<file path="src/rtl/clock_timekeeper.sv">
`default_nettype none
// ============================================================================
// Module   : clock_timekeeper
// Purpose  : Seconds/minutes/hours time-of-day counter with direct time load,
//            single alarm (hour:minute) and 12/24-hour display conversion.
// Revision : 1.0 - initial release
// ----------------------------------------------------------------------------
// Ports
//   Clk_1sec   in   1   single system clock, rising edge active
//   reset      in   1   synchronous active-high reset
//   tick_en    in   1   one-cycle time advance strobe
//   set_en     in   1   load time from set_sec/set_min/set_hr
//   set_sec    in   SW  time load value, seconds
//   set_min    in   MW  time/alarm load value, minutes
//   set_hr     in   HW  time/alarm load value, hours
//   alm_wr     in   1   load alarm from set_min/set_hr
//   alm_en     in   1   alarm arm
//   mode12     in   1   12-hour display select
//   seconds    out  SW  current seconds
//   minutes    out  MW  current minutes
//   hours      out  HW  current hours, 24-hour form
//   disp_hr    out  HW  display hour (12- or 24-hour form)
//   pm         out  1   afternoon flag (12-hour mode only)
//   day_wrap   out  1   one-cycle pulse when a tick reaches 0:0:0
//   alm_hit    out  1   one-cycle pulse when a tick reaches the alarm time
//   set_err    out  1   one-cycle pulse on an out-of-range load field
// ============================================================================
module clock_timekeeper #(
  parameter int SEC_MAX = 60,
  parameter int MIN_MAX = 60,
  parameter int HR_MAX  = 24,
  parameter int SW      = $clog2(SEC_MAX),
  parameter int MW      = $clog2(MIN_MAX),
  parameter int HW      = $clog2(HR_MAX)
) (
  input  logic          Clk_1sec,
  input  logic          reset,
  input  logic          tick_en,
  input  logic          set_en,
  input  logic [SW-1:0] set_sec,
  input  logic [MW-1:0] set_min,
  input  logic [HW-1:0] set_hr,
  input  logic          alm_wr,
  input  logic          alm_en,
  input  logic          mode12,
  output logic [SW-1:0] seconds,
  output logic [MW-1:0] minutes,
  output logic [HW-1:0] hours,
  output logic [HW-1:0] disp_hr,
  output logic          pm,
  output logic          day_wrap,
  output logic          alm_hit,
  output logic          set_err
);

  localparam logic [SW-1:0] c_SEC_LAST = SW'(SEC_MAX - 1);
  localparam logic [MW-1:0] c_MIN_LAST = MW'(MIN_MAX - 1);
  localparam logic [HW-1:0] c_HR_LAST  = HW'(HR_MAX - 1);
  localparam logic [HW-1:0] c_HR_HALF  = HW'(HR_MAX / 2);

  // Time and alarm state
  logic [SW-1:0] r_sec;
  logic [MW-1:0] r_min;
  logic [HW-1:0] r_hr;
  logic [MW-1:0] r_alm_min;
  logic [HW-1:0] r_alm_hr;
  logic          r_day_wrap;
  logic          r_alm_hit;
  logic          r_set_err;

  // Carry chain and next-tick values
  logic          w_sec_wrap;
  logic          w_min_wrap;
  logic          w_hr_wrap;
  logic [SW-1:0] w_sec_nxt;
  logic [MW-1:0] w_min_nxt;
  logic [HW-1:0] w_hr_nxt;
  logic          w_tick;

  // Range-checked load values
  logic          w_sec_bad;
  logic          w_min_bad;
  logic          w_hr_bad;
  logic [SW-1:0] w_ld_sec;
  logic [MW-1:0] w_ld_min;
  logic [HW-1:0] w_ld_hr;

  always_comb begin
    w_sec_wrap = (r_sec == c_SEC_LAST);
    w_min_wrap = w_sec_wrap && (r_min == c_MIN_LAST);
    w_hr_wrap  = w_min_wrap && (r_hr == c_HR_LAST);

    w_sec_nxt = w_sec_wrap ? '0 : r_sec + 1'b1;
    w_min_nxt = r_min;
    if (w_sec_wrap) begin
      w_min_nxt = (r_min == c_MIN_LAST) ? '0 : r_min + 1'b1;
    end
    w_hr_nxt = r_hr;
    if (w_min_wrap) begin
      w_hr_nxt = (r_hr == c_HR_LAST) ? '0 : r_hr + 1'b1;
    end

    // A load in the same cycle discards the tick entirely
    w_tick = tick_en && !set_en;
  end

  // Each field is zeroed independently when it is out of range
  always_comb begin
    w_sec_bad = (set_sec > c_SEC_LAST);
    w_min_bad = (set_min > c_MIN_LAST);
    w_hr_bad  = (set_hr  > c_HR_LAST);
    w_ld_sec  = w_sec_bad ? '0 : set_sec;
    w_ld_min  = w_min_bad ? '0 : set_min;
    w_ld_hr   = w_hr_bad  ? '0 : set_hr;
  end

  always_ff @(posedge Clk_1sec) begin
    if (reset) begin
      r_sec      <= '0;
      r_min      <= '0;
      r_hr       <= '0;
      r_alm_min  <= '0;
      r_alm_hr   <= '0;
      r_day_wrap <= 1'b0;
      r_alm_hit  <= 1'b0;
      r_set_err  <= 1'b0;
    end else begin
      r_day_wrap <= 1'b0;
      r_alm_hit  <= 1'b0;

      if (set_en) begin
        r_sec <= w_ld_sec;
        r_min <= w_ld_min;
        r_hr  <= w_ld_hr;
      end else if (w_tick) begin
        r_sec      <= w_sec_nxt;
        r_min      <= w_min_nxt;
        r_hr       <= w_hr_nxt;
        r_day_wrap <= w_hr_wrap;
        // Compared against the alarm held before any same-cycle alm_wr
        r_alm_hit  <= alm_en && (w_sec_nxt == '0) &&
                      (w_min_nxt == r_alm_min) && (w_hr_nxt == r_alm_hr);
      end

      if (alm_wr) begin
        r_alm_min <= w_ld_min;
        r_alm_hr  <= w_ld_hr;
      end

      r_set_err <= (set_en && (w_sec_bad || w_min_bad || w_hr_bad)) ||
                   (alm_wr && (w_min_bad || w_hr_bad));
    end
  end

  // 12-hour display: hours 0 and H both show as H, afternoon folds down by H
  always_comb begin
    disp_hr = r_hr;
    pm      = 1'b0;
    if (mode12) begin
      pm = (r_hr >= c_HR_HALF);
      if ((r_hr == '0) || (r_hr == c_HR_HALF)) begin
        disp_hr = c_HR_HALF;
      end else if (r_hr > c_HR_HALF) begin
        disp_hr = r_hr - c_HR_HALF;
      end
    end
  end

  assign seconds  = r_sec;
  assign minutes  = r_min;
  assign hours    = r_hr;
  assign day_wrap = r_day_wrap;
  assign alm_hit  = r_alm_hit;
  assign set_err  = r_set_err;

endmodule
`default_nettype wire
</file>
<file path="config.mk">
export PLATFORM = sky130hd
export DESIGN_NAME = clock_timekeeper
export DESIGN_NICKNAME = d
export VERILOG_FILES = /design/src/rtl/clock_timekeeper.sv
export SDC_FILE = /design/constraint.sdc
export NUM_CORES = 1
export LEC_CHECK = 0
export CAP_MARGIN = 20
export CORE_UTILIZATION = 35
export CTS_CLUSTER_SIZE = 24
export DETAILED_ROUTE_END_ITERATION = 12
export GPL_TIMING_DRIVEN = 0
export PLACE_DENSITY = 0.71
export SLEW_MARGIN = 20
export SYNTH_ARGS = -nofsm -noshare
export SYNTH_HDL_FRONTEND = slang
export SYNTH_SLANG_ARGS = --single-unit
</file>
<file path="constraint.sdc">
create_clock -name Clk_1sec -period 2.9 [get_ports Clk_1sec]
set_clock_uncertainty 0.15 [all_clocks]
set_input_delay 0.87 -clock Clk_1sec [delete_from_list [all_inputs] [get_ports Clk_1sec]]
set_output_delay 0.87 -clock Clk_1sec [all_outputs]
set_load 0.1 [all_outputs]
</file>
## Yosys cells after proc, flatten, opt, wreduce, memory -nomap -nowiden

Index checks and enable logic that the tools add are counted.

| word-level totals | value |
|---|---|
| bits in registers | 31 |
| latch bits | 0 |
| RAM bits | 0 |
| ROM bits | 0 |
| input port bits | 24 |
| output and inout port bits | 26 |
| logic and storage cells | 60 |
| memories kept | 0 |

| operators by class | value |
|---|---|
| add/sub/neg operators | 4 |
| $mul | 0 |
| divide/modulo/power cells | 0 |
| order comparisons | 5 |
| equality and inequality tests | 6 |
| shift-type cells | 0 |
| mux-type cells | 18 |
| bitwise operators | 1 |
| reductions and logical operators | 18 |

Operators by type and width:

| operator | number |
|---|---|
| $mux 6 | 9 |
| $mux 5 | 8 |
| $add 6x1->6 const B | 2 |
| $eq 6x6->1 const B | 2 |
| $gt 6x6->1 const B | 2 |
| $logic_and 1x1->1 | 8 |
| $eq 6x6->1 | 1 |
| $logic_not 6->1 | 1 |
| $add 5x1->5 const B | 1 |
| $eq 5x4->1 const B | 1 |
| $eq 5x5->1 | 1 |
| $eq 5x5->1 const B | 1 |
| $ge 5x4->1 const B | 1 |
| $gt 5x4->1 const B | 1 |
| $gt 5x5->1 const B | 1 |
| $logic_not 5->1 | 1 |
| $logic_or 1x1->1 | 5 |
| $sub 5x4->5 const B | 1 |
| $reduce_or 3->1 | 1 |
| $reduce_bool 2->1 | 1 |
| $logic_not 1->1 | 1 |
| $mux 1 | 1 |
| $not 1->1 | 1 |

## Depth between registers and ports, before layout

| depth | value |
|---|---|
| depth after elaboration | 6 |
| depth in mapped cells | 8 |
| gate-level depth less buffers | 8 |

## Least setup slack after synthesis

No wires, ideal clock.

| timing path | value |
|---|---|
| kind | register to output |
| from | reg r_hr[2], in the netlist hours[2] |
| to | out disp_hr[3] |
| arrival time | 3.946 ns |
| required time | 1.880 ns |
| setup slack | -2.066 ns |
| cell stages (with the launch flop) | 6 |
| buffers on the path | 0 |
| cells stage by stage | dfxtp_1 ha_1 a21oi_1 o21ai_0 nor2_1 o21ai_0 |

| between the ends | value |
|---|---|
| word-level cells in the longest chain between the ends | 4 |

Ends and longest elaborated chain:

| element | RTL line | RTL |
|---|---|---|
| start: declaration | 64 | `logic [HW-1:0] r_hr;` |
| start signal: assignment | 134 | `r_hr <= w_ld_hr;` |
| start signal: assignment | 138 | `r_hr <= w_hr_nxt;` |
| $sub 5x4->5, or another cell as far along | 164 | `disp_hr = r_hr - c_HR_HALF;` |
| $mux 5 or $logic_or 1x1->1 (tied branches) | 163, 161 |  |
| $mux 5 (*) | 161 | `if ((r_hr == '0) \|\| (r_hr == c_HR_HALF)) begin` |
| $mux 5 (*) | 159 | `if (mode12) begin` |
| end: declaration | 49 | `output logic [HW-1:0] disp_hr,` |

Every way passes the cells marked *; elsewhere a longest branch is shown, timed or not.

## Worst setup path in the final report

| timing path | value |
|---|---|
| from | reg r_hr[2], in the netlist hours[2] |
| to | out hours[2] |

RTL lines:

| element | RTL line | RTL |
|---|---|---|
| end: declaration | 48 | `output logic [HW-1:0] hours,` |

No word-level cell between the ends.

==> flow_metrics.tcl <==
set metrics [dict create \
    report.power.total_w 0.001407 \
    layout.core_utilization_pct 49.10 \
    ratio_of_cells_with_drive_above_1_in_the_final_layout_pct 17.66 \
    timing.critical_path.slowest_stage_cell "sky130_fd_sc_hd__clkdlybuf4s50_1" \
    worst_slack_at_placement_ns -1.208 \
    setup.worst_path.start_class "register" \
    syn-num-nets 342 \
    hpwl_mm 5.155 \
    dr_wl_met2_mm 3.245 \
    power_per_cell_area_nw_per_um2 448.6 \
    grt_start_max_net_pins 12 \
    cts_root_buffer "sky130_fd_sc_hd__clkbuf_8" \
    routed_wire_length_per_instance_um 15.79 \
    clock_latency_of_the_later_clocked_register_in_the_worst_skew_pair_ns 0.29 \
    delay_of_the_slowest_cell_on_the_worst_path_ns 1.15 \
    fin_nets 398 \
    timing.hold.worst.start "r_alm_min[3]" \
    diodes 0 \
    synthesis.area_um2 2325 \
    cts_made_buffers 5 \
    synth-seq-area-share_pct 26.70 \
    synth_enable_flop_cells 0 \
    setup_tns_ns 0 \
    dr.pass1.iters 4 \
    initial_antenna_violation_count 0 \
    worst_hold_path_cells 2 \
    critical_path.cell_chain "clkdlybuf4s50_1" \
    regToRegStartpoint "seconds[0]" \
    gr_ovfl_total 0 \
    cts_tree "built" \
    synth.avg_cell_area_um2 7.475 \
    design.core.area_um2 6386 \
    clock.fmax_ghz 0.3494 \
    grt_pass1_vias 2466 \
    dr.max_layer_used "met4" \
    worst_r2r_path_depth 8 \
    chipWidth_um 83.50 \
    timing.critical_path.depth 1 \
    initialDrtViolationCount 232 \
    vdd.ir_drop.worst_v 0.0002907 \
    yosysWarningCount 0 \
    grt.total_usage_pct 20.74 \
    totalWireLength_mm 7.025 \
    setup_repair_after_global_routing_missed_its_margin "no" \
    htree_levels 2 \
    final.fill_count 654 \
    wire_length_of_the_first_global_routing_pass_mm 11.85 \
    drtAntennaViolNets 0 \
    critPathArrivalTime_ns 1.84 \
    ctsLongestPathBuffers 2 \
    slew_viol_final 0 \
    num_vias 2577 \
    ys.flop_type "sky130_fd_sc_hd__dfxtp_1" \
    cp_max_fo 9 \
    tightest_slew_ns 1.003 \
    final.setup.worst_slack_ns 0.03808 \
    setup_viol 0 \
    critPathBufInv 1 \
    fin_crit_sh_pct 98.69 \
    hold_viol_final 0 \
    static-leakage-power_nw 1.181 \
    max-slew-margin-rel_pct 33.01 \
    worstPathRequired_ns 1.88 \
    critical_path.endpoint_type "output pin" \
    row_count 29 \
    numPortBuffers 48 \
    fraction_of_synthesis_flops_using_an_asynchronous_set_or_reset_pin_pct 0 \
    design.portCount 50 \
    met1_length_mm 3.171 \
    criticalPathCategory "register to output pin" \
    run_status "finished clean" \
    clk_transition_reported_paths_ns 0.07 \
    routabilityCongestion 0.8974 \
    holdWs_ns 0.3609 \
    drc 0 \
    routed_via_density 5.791 \
    layout_min_cycle_time_ns 2.862 \
    yosys.cell_types.count 58 \
    area_growth_pct 34.88 \
    cp_top_delay_family "buffers and inverters" \
    drv.max_cap_violation_count 0 \
    cts.sinks 31 \
    worst_setup_path_startpoint "hours[2]" \
    met3WireLength_um 513 \
    floorplan.die.height_um 83.50 \
    floorplan.initialDensity_pct 36.40 \
    design.die.area_um2 6972 \
    min-delay-path-class "register to register" \
    synth.ff_latch_count 31 \
    cts-hold-fix-buffers 0 \
    gate_count_post_synth 311 \
]
worst paths after layout:
kind	slack, ns	end
worst min-delay path	0.36	r_alm_min[3]
worst min register to register	0.36	r_alm_min[3]
worst max-delay path	0.04	hours[2]
worst max register to register	0.19	alm_hit
layer usage:
layer,global-route usage (%),vias up
met4,5.855,0
met5,0,-
met3,3.264,11
met2,33.38,93
li1,-,1261
met1,28.74,1212
power by group:
group          internal (W)  switching, W
sequential         0.000451     0.0000388
combinational      0.000157      0.000315
clock              0.000256      0.000189
total              0.000864      0.000542
cells by family after synthesis:
kind of cell	count (synthesis)	share of synthesized area [%]
fa+ha+maj	7	3.767
buf+inv	26	5.005
mux	8	3.445
xor+xnor	9	3.391
flops	31	26.70
compound gates	93	25.46
simple gates	137	32.24
layout make-up:
class / instances / area, um2 / area share (%)
Multi-Input combinational cell: 254 / 1670 / 53.27
Sequential cell: 31 / 648.1 / 20.67
Timing Repair Buffer: 49 / 484.2 / 15.44
Tap cell: 77 / 96.34 / 3.073
Buffer: 18 / 87.58 / 2.793
Clock buffer: 5 / 68.82 / 2.195
Clock inverter: 3 / 43.79 / 1.397
Inverter: 8 / 36.28 / 1.157
state kept, by name, summed over array words and instances, names as in the netlist:
name       cells
set_err        1
alm_hit        1
r_alm_hr       5
hours          5
r_alm_min      6
seconds        6
day_wrap       1
minutes        6
what timing repair did:
action	4_1_cts	5_1_grt
pin swaps	1	1
endpoints found under the setup margin	11	16
gates resized for setup	48	10
setup buffers	1	0
Yosys cell counts, types with 8 or more instances:
library cell	number	area, um2
sky130_fd_sc_hd__nand2_1	26	97.59
sky130_fd_sc_hd__nand3_1	23	115.1
sky130_fd_sc_hd__mux2i_1	8	80.08
sky130_fd_sc_hd__o21ai_0	14	70.07
sky130_fd_sc_hd__a31oi_1	12	75.07
sky130_fd_sc_hd__a21oi_1	35	175.2
sky130_fd_sc_hd__nand2b_1	19	118.9
sky130_fd_sc_hd__clkbuf_1	11	41.29
sky130_fd_sc_hd__dfxtp_1	31	620.6
sky130_fd_sc_hd__and3_1	8	50.05
sky130_fd_sc_hd__nor2_1	26	97.59
layout by cell type, fill, tap and decap left out, types with 10 or more instances in the layout:
cell type,instances
sky130_fd_sc_hd__nand3_1,23
sky130_fd_sc_hd__dfxtp_2,10
sky130_fd_sc_hd__nand2_1,25
sky130_fd_sc_hd__nor2_1,24
sky130_fd_sc_hd__nand2b_1,18
sky130_fd_sc_hd__o21ai_0,12
sky130_fd_sc_hd__a21oi_1,35
sky130_fd_sc_hd__clkdlybuf4s50_1,34
sky130_fd_sc_hd__dfxtp_1,17
sky130_fd_sc_hd__a31oi_1,12
sky130_fd_sc_hd__clkbuf_1,10
metrics by stage:
step | cells | cell area, um2
finish | 445 | 3136
floorplan | 311 | 2414
global placement | 436 | 2990
detailed placement | 436 | 2990
CTS | 445 | 3132
global route | 445 | 3136
Power figures use the tool's default switching activity.
